==> src/rtl/pedal_pkg.sv <==
// Shared types and width constants for the pedal SRAM scheduler.
package pedal_pkg;

  localparam int unsigned DEF_ADDR_W   = 8;
  localparam int unsigned DEF_DATA_W   = 16;
  localparam int unsigned DEF_GAIN_W   = 8;
  localparam int unsigned DEF_NUM_TAPS = 4;

  // Headroom for NUM_TAPS full-scale products at unity-ish gain.
  function automatic int unsigned acc_width(int unsigned data_w, int unsigned gain_w);
    return data_w + gain_w + 2;
  endfunction

  localparam int unsigned ACC_W = acc_width(DEF_DATA_W, DEF_GAIN_W);

  localparam logic signed [DEF_DATA_W-1:0] SAT_MAX = {1'b0, {(DEF_DATA_W-1){1'b1}}};
  localparam logic signed [DEF_DATA_W-1:0] SAT_MIN = {1'b1, {(DEF_DATA_W-1){1'b0}}};

  typedef enum logic [2:0] {
    StIdle,
    StRdIssue,
    StRdWait,
    StWrite,
    StDone,
    StHIssue,
    StHWait
  } state_e;

endpackage

==> src/rtl/sat_add.sv <==
// Signed add followed by arithmetic right shift, saturated to OUT_W bits.
module sat_add #(
  parameter int unsigned IN_W  = 17,
  parameter int unsigned SHIFT = 0,
  parameter int unsigned OUT_W = 16
) (
  input  logic signed [IN_W-1:0]  a,
  input  logic signed [IN_W-1:0]  b,
  output logic signed [OUT_W-1:0] y
);

  localparam int unsigned SumW = IN_W + 1;

  logic signed [SumW-1:0] sum, shr, max_v, min_v;

  assign sum   = SumW'(a) + SumW'(b);
  assign shr   = sum >>> SHIFT;
  assign max_v = SumW'($signed({1'b0, {(OUT_W-1){1'b1}}}));
  assign min_v = SumW'($signed({1'b1, {(OUT_W-1){1'b0}}}));

  always_comb begin
    if (shr > max_v) begin
      y = max_v[OUT_W-1:0];
    end else if (shr < min_v) begin
      y = min_v[OUT_W-1:0];
    end else begin
      y = shr[OUT_W-1:0];
    end
  end

endmodule

==> src/rtl/sram_sched.sv <==
// Per-sample tap/record scheduler and host arbiter for the shared delay SRAM.
// Define SRAM_SCHED_OVR_CNT_EN to add the ovr_count/ovr_clr dropped-strobe counter.
module sram_sched
  import pedal_pkg::*;
#(
  parameter int unsigned ADDR_W   = DEF_ADDR_W,
  parameter int unsigned DATA_W   = DEF_DATA_W,
  parameter int unsigned NUM_TAPS = DEF_NUM_TAPS,
  parameter int unsigned GAIN_W   = DEF_GAIN_W
) (
  input  logic                     clk,
  input  logic                     rst,
  input  logic                     sample_stb,
  input  logic signed [DATA_W-1:0] in_sample,
  input  logic                     record,
  input  logic                     loop,
  input  logic                     delay_reverb,
  input  logic [GAIN_W-1:0]        gain,
  input  logic [2:0]               num_taps,
  input  logic [ADDR_W-1:0]        delay_len,
  output logic signed [DATA_W-1:0] out_sample,
  output logic                     out_valid,
  output logic                     busy,
  output logic                     overrun,
`ifdef SRAM_SCHED_OVR_CNT_EN
  output logic [7:0]               ovr_count,
  input  logic                     ovr_clr,
`endif
  input  logic                     host_req,
  input  logic                     host_we,
  input  logic [ADDR_W-1:0]        host_addr,
  input  logic [DATA_W-1:0]        host_wdata,
  output logic [DATA_W-1:0]        host_rdata,
  output logic                     host_ack,
  output logic                     mem_csb,
  output logic                     mem_web,
  output logic [ADDR_W-1:0]        mem_addr,
  output logic [DATA_W-1:0]        mem_din,
  input  logic [DATA_W-1:0]        mem_dout
);

  localparam int unsigned AccW    = acc_width(DATA_W, GAIN_W);
  localparam int unsigned ProdW   = DATA_W + GAIN_W + 1;
  localparam logic [2:0]  MaxTaps = 3'(NUM_TAPS);

  state_e state_q, state_d;

  logic [ADDR_W-1:0]        wr_ptr_q, rd_addr_q, dlen_q;
  logic [2:0]               taps_q, tap_q, taps_in;
  logic [GAIN_W-1:0]        gain_q, coef_q;
  logic signed [DATA_W-1:0] in_q, wet, rev_din;
  logic                     rec_q, loop_q, rev_q, pending_q, start, drop;
  logic signed [AccW-1:0]   acc_q;
  logic signed [ProdW-1:0]  prod;
  logic [DATA_W-1:0]        host_rdata_q;

  assign taps_in = (num_taps > MaxTaps) ? MaxTaps : num_taps;
  assign start   = (state_q == StIdle) && (sample_stb || pending_q);
  assign drop    = (state_q != StIdle) && sample_stb && pending_q;
  assign prod    = $signed(mem_dout) * $signed({1'b0, coef_q});

  sat_add #(.IN_W(AccW), .SHIFT(GAIN_W), .OUT_W(DATA_W)) u_wet (
    .a(acc_q),
    .b('0),
    .y(wet)
  );

  sat_add #(.IN_W(DATA_W), .SHIFT(0), .OUT_W(DATA_W)) u_rev (
    .a(in_q),
    .b(wet),
    .y(rev_din)
  );

  always_ff @(posedge clk) begin
    if (rst) state_q <= StIdle;
    else     state_q <= state_d;
  end

  always_comb begin
    state_d = state_q;
    case (state_q)
      StIdle: begin
        if (start)         state_d = (taps_in == 3'd0) ? StWrite : StRdIssue;
        else if (host_req) state_d = StHIssue;
      end
      StRdIssue: state_d = StRdWait;
      StRdWait:  state_d = (tap_q == taps_q - 3'd1) ? StWrite : StRdIssue;
      StWrite:   state_d = StDone;
      StDone:    state_d = StIdle;
      StHIssue:  state_d = StHWait;
      StHWait:   state_d = StIdle;
      default:   state_d = StIdle;
    endcase
  end

  always_comb begin
    busy       = (state_q != StIdle);
    host_ack   = (state_q == StHWait);
    host_rdata = host_rdata_q;
    mem_csb    = 1'b1;
    mem_web    = 1'b1;
    mem_addr   = '0;
    mem_din    = '0;
    case (state_q)
      StRdIssue: begin
        mem_csb  = 1'b0;
        mem_addr = rd_addr_q;
      end
      StWrite: begin
        // A frozen loop skips the write unless recording overdubs it.
        if (rec_q || !loop_q) begin
          mem_csb  = 1'b0;
          mem_web  = 1'b0;
          mem_addr = wr_ptr_q;
          mem_din  = (rec_q && rev_q) ? rev_din : in_q;
        end
      end
      StHIssue: begin
        mem_csb  = 1'b0;
        mem_web  = ~host_we;
        mem_addr = host_addr;
        mem_din  = host_wdata;
      end
      StHWait: begin
        if (!host_we) host_rdata = mem_dout;
      end
      default: ;
    endcase
  end

  always_ff @(posedge clk) begin
    if (rst) begin
      wr_ptr_q     <= '0;
      rd_addr_q    <= '0;
      dlen_q       <= '0;
      taps_q       <= '0;
      tap_q        <= '0;
      gain_q       <= '0;
      coef_q       <= '0;
      in_q         <= '0;
      rec_q        <= 1'b0;
      loop_q       <= 1'b0;
      rev_q        <= 1'b0;
      acc_q        <= '0;
      pending_q    <= 1'b0;
      overrun      <= 1'b0;
      out_sample   <= '0;
      out_valid    <= 1'b0;
      host_rdata_q <= '0;
`ifdef SRAM_SCHED_OVR_CNT_EN
      ovr_count    <= '0;
`endif
    end else begin
      out_valid <= 1'b0;
      case (state_q)
        StIdle: begin
          if (start) begin
            in_q      <= in_sample;
            rec_q     <= record;
            loop_q    <= loop;
            rev_q     <= delay_reverb;
            gain_q    <= gain;
            coef_q    <= gain;
            dlen_q    <= delay_len;
            taps_q    <= taps_in;
            tap_q     <= '0;
            acc_q     <= '0;
            rd_addr_q <= wr_ptr_q - delay_len;
          end
        end
        StRdWait: begin
          acc_q     <= acc_q + AccW'(prod);
          coef_q    <= GAIN_W'(((2*GAIN_W)'(coef_q) * (2*GAIN_W)'(gain_q)) >> GAIN_W);
          tap_q     <= tap_q + 3'd1;
          rd_addr_q <= rd_addr_q - dlen_q;
        end
        StWrite: wr_ptr_q <= wr_ptr_q + 1'b1;
        StDone: begin
          out_sample <= wet;
          out_valid  <= 1'b1;
        end
        StHWait: begin
          if (!host_we) host_rdata_q <= mem_dout;
        end
        default: ;
      endcase

      // A strobe landing in the same IDLE cycle that consumes pending re-arms it.
      if (state_q == StIdle)  pending_q <= pending_q && sample_stb;
      else if (sample_stb)    pending_q <= 1'b1;

`ifdef SRAM_SCHED_OVR_CNT_EN
      if (ovr_clr) begin
        overrun   <= 1'b0;
        ovr_count <= '0;
      end else if (drop) begin
        overrun <= 1'b1;
        if (ovr_count != 8'hFF) ovr_count <= ovr_count + 8'd1;
      end
`else
      if (drop) overrun <= 1'b1;
`endif
    end
  end

endmodule

==> config.mk <==
export PLATFORM = sky130hd
export DESIGN_NAME = sram_sched
export DESIGN_NICKNAME = d
export VERILOG_FILES = /design/src/rtl/pedal_pkg.sv /design/src/rtl/sat_add.sv /design/src/rtl/sram_sched.sv
export SDC_FILE = /design/constraint.sdc
export NUM_CORES = 1
export LEC_CHECK = 0
export CAP_MARGIN = 25
export CORE_ASPECT_RATIO = 0.8
export CORE_MARGIN = 8
export CORE_UTILIZATION = 43
export CTS_BUF_LIST = sky130_fd_sc_hd__clkbuf_16
export DETAILED_ROUTE_END_ITERATION = 8
export SYNTH_ARGS = -nofsm -noshare
export SYNTH_HDL_FRONTEND = slang
export SYNTH_SLANG_ARGS = --single-unit
==> constraint.sdc <==
create_clock -name clk -period 10.3 [get_ports clk]
set_input_delay 1.545 -clock clk [delete_from_list [all_inputs] [get_ports clk]]
set_output_delay 1.545 -clock clk [all_outputs]
set_load 0.01 [all_outputs]
==> summary.md <==
| Metric | Value |
|---|---|
| Commonest non-fill, non-tap cell in the layout | `nand2_1` |
| Reg-to-Reg Start | `coef_q[2]` |
| # hold bufs at CTS | `0` |
| Status | `finished clean` |
| Largest family of logic cells by synthesized area | `adder cells` |
| Post-route insts no fill | `2,220` |
| Dpl ws | `2.91 ns` |
| Synthesized-area fraction occupied by adder cells | `34.6%` |
| CP Capture Type | `flip-flop` |
| Die area | `38,400 µm²` |
| Simple-Gate Fraction of Synth Area | `19.8%` |
| Number of global-route vias before repair | `11,700` |
| Ys Warns | `0` |
| Cells after Synth | `1,674` |
| Die Span Y | `177 µm` |
| Most frequent CP cell | `fa_1` |
| Io pins | `145` |
| CTS tree | `built` |
| Startpoint Class | `input pin` |
| Via density | `5.25` |
| PostCTS Resize Cnt | `0` |
| Async SR Flop Fraction | `0%` |
| 1st-iter DRT viols | `827` |
| First-pass GRT wire length | `63,300 µm` |
| FMAX | `0.143 GHz` |
| Relative slew slack | `32.0%` |
| TritonCTS Buffers | `17` |
| R2r setup slk | `4.21 ns` |
| Lkg Pwr | `7.73 nW` |
| Synth Register Bits | `129` |
| Commonest cells after routing, fill and taps aside | `nand2_1, inv_1, fa_1, clkdlybuf4s50_1, dfxtp_1` |
| Core ar. | `32,200 µm²` |
| Sequential-to-total area share from yosys stat | `18.5%` |
| CP Max Fanout | `9` |
| Worst R2R End | `acc_q[19]` |
| Die X | `217 µm` |
| Post-Synthesis Cell Area | `13,900 µm²` |
| Layout cells sized above 1 | `4.29%` |
| Maximum VDD drop | `106 µV` |
| Worst-Skew Late Latency | `0.44 ns` |
| Clk slew on worst S/H paths | `0.07 ns` |
| Count of cell types in the netlist | `70` |
| Tmin final | `7.00 ns` |
| Synthesized netlist net count | `2,044` |
| Power per Cell Area | `135 nW/µm²` |
| Sink Count | `129` |
| Critical path required time | `10.63 ns` |
| # setup viols final | `0` |
| Post-route setup slack | `3.30 ns` |
| Dpl hpwl | `29,500 µm` |
| Overall power | `2.21 mW` |
| Multiplexer share of the synthesized area | `1.59%` |
| Final Hold Vio Count | `0` |
| Fin crit share | `67.9%` |
| Hold_sp | `loop_q` |
| Global placement routability congestion | `0.858` |
| Antenna cell count | `0` |
| Synth Area in Compound Gates | `13.9%` |
| Worst setup path class | `in -> reg` |
| Initial Util | `43.3%` |
| Hold WC Path Type | `reg -> reg` |
| Hold depth | `2` |
| H-tree depth | `4` |
| Synth Area in XOR/XNOR | `3.27%` |
| CTS Buffer Depth | `2` |
| Slowest CP cell | `o311ai_0` |
| Synth-to-Final Area Change | `17.4%` |
| DRT Pass-1 Iters | `5` |
| Routed WL | `38,200 µm` |
| Setup repair bufs after CTS | `0` |
| Fin Setup TNS | `0 ns` |
| Main synth FF type | `dfxtp_1` |
| Crit-path cells | `clkdlybuf4s50_1, and2_1, fa_1, fa_1, inv_1, fa_1, inv_1, fa_1, fa_1, ha_1, a21o_1, a21oi_1, nor2b_1, o311ai_0, a21boi_0, o21ai_0, mux2i_1, nand2_1` |
| Largest net degree at the start of global routing | `74` |
| Worst Skew | `0.0208 ns` |
| EDFF count, synth | `0` |
| GRT Util Overall | `20.4%` |
| Final #Nets | `2,152` |
| Hold Path Sink | `loop_q` |
| Vias | `11,700` |
| FP Rows | `59` |
| CP peak stage delay | `0.70 ns` |
| Final Slew Violations | `0` |
| Total gr overflow | `0` |
| Final ANT Viol Nets | `0` |
| Clk root buf | `clkbuf_16` |
| Max Cap Viol | `0` |
| PortBufs | `144` |
| CP arrival | `7.33 ns` |
| Placed instance count | `2,190` |
| Initial antenna violation count | `0` |
| RSZ-0062 raised after global routing | `no` |
| Slew @ Worst Pin | `1.02 ns` |
| DRC viols | `0` |
| Length in cells of the worst reg-to-reg path | `19` |
| Wire per inst | `17.2 µm` |
| Avg Cell Area, Syn | `8.32 µm²` |
worst max-delay path by stage:
stage	cells after the start	startpoint	slack (ns)	end
floorplan	17	mem_dout[4]	3.94	acc_q[18]
global placement	18	mem_dout[6]	2.96	acc_q[19]
detailed placement	18	mem_dout[6]	2.91	acc_q[19]
CTS	18	mem_dout[6]	3.34	acc_q[19]
global route	18	mem_dout[6]	3.01	acc_q[19]
finish	18	mem_dout[6]	3.30	acc_q[19]
logic make-up after synthesis:
group	after synthesis
and+or+nand+nor	582
AOI/OAI and AO/OA	302
buffers and inverters	302
adders and majority gates	287
DFF	129
xor gates and xnor gates	52
muxes	20
worst max-delay path, delay by kind of cell:
family | cells | cell delay, ns
compound gates | 5 | 1.56
simple gates | 3 | 0.42
mux | 1 | 0.21
fa+ha+maj | 6 | 2.87
buf+inv | 3 | 0.73
final cells by class:
type,instances,area [µm²]
inverters,229,860
multi-input cells,1243,10200
fillers,3091,15800
clock inverters,13,141
flip-flops and latches,129,2580
well taps,427,534
clock buffers,17,425
repair buffers,162,1590
metrics by stage:
stage | hold slack (ns) | cell area (µm²) | utilization [%]
2_1_floorplan | 0.432 | 13900 | -
3_3_place_gp | 0.444 | 15700 | 48.9
3_5_place_dp | 0.445 | 15800 | 49.0
4_1_cts | 0.453 | 16300 | 50.8
5_1_grt | 0.478 | 16300 | 50.8
6_report | 0.452 | 16300 | 50.8
sequential cells by signal, indices dropped and copies added (netlist names), 3 cells and up:
| signal | count |
|---|---|
| acc_q | 26 |
| host_rdata_q | 16 |
| in_q | 16 |
| out_sample | 16 |
| coef_q | 8 |
| dlen_q | 8 |
| gain_q | 8 |
| rd_addr_q | 8 |
| wr_ptr_q | 8 |
| state_q | 3 |
| tap_q | 3 |
| taps_q | 3 |
synthesized netlist by cell type, types with 11 or more instances:
cell type  instances  area share [%]
nor2_1           100             2.7
and2_1           113             5.1
xnor2_1           30             1.9
o21ai_0           44             1.6
inv_1            229             6.2
a21o_1            24             1.3
nand2b_1          11            0.49
xor2_1            22             1.4
nor2b_1           26             1.2
nor3_1            14            0.50
a21oi_1          124             4.5
a22oi_1           14            0.75
clkbuf_1          59             1.6
nand3_1           29             1.0
nand2_1          247             6.7
a31oi_1           12            0.54
ha_1             124              11
mux2_2            17             1.4
fa_1             163              23
a211oi_1          12            0.65
dfxtp_1          129              19
layer usage:
layer	vias to the layer above	wire, µm	GRT usage (%)
li1	5647	-	-
met1	5675	19100	30.5
met2	304	16100	29.4
met3	33	2590	4.78
met4	0	495	4.11
met5	-	0	0
power by group:
| group | internal [mW] | total, mW | switching [mW] |
|---|---|---|---|
| combinational | 0.410 | 1.01 | 0.603 |
| sequential | 0.534 | 0.583 | 0.0495 |
| clock | 0.355 | 0.616 | 0.262 |
| total | 1.30 | 2.21 | 0.914 |
Power figures use the tool's default switching activity.
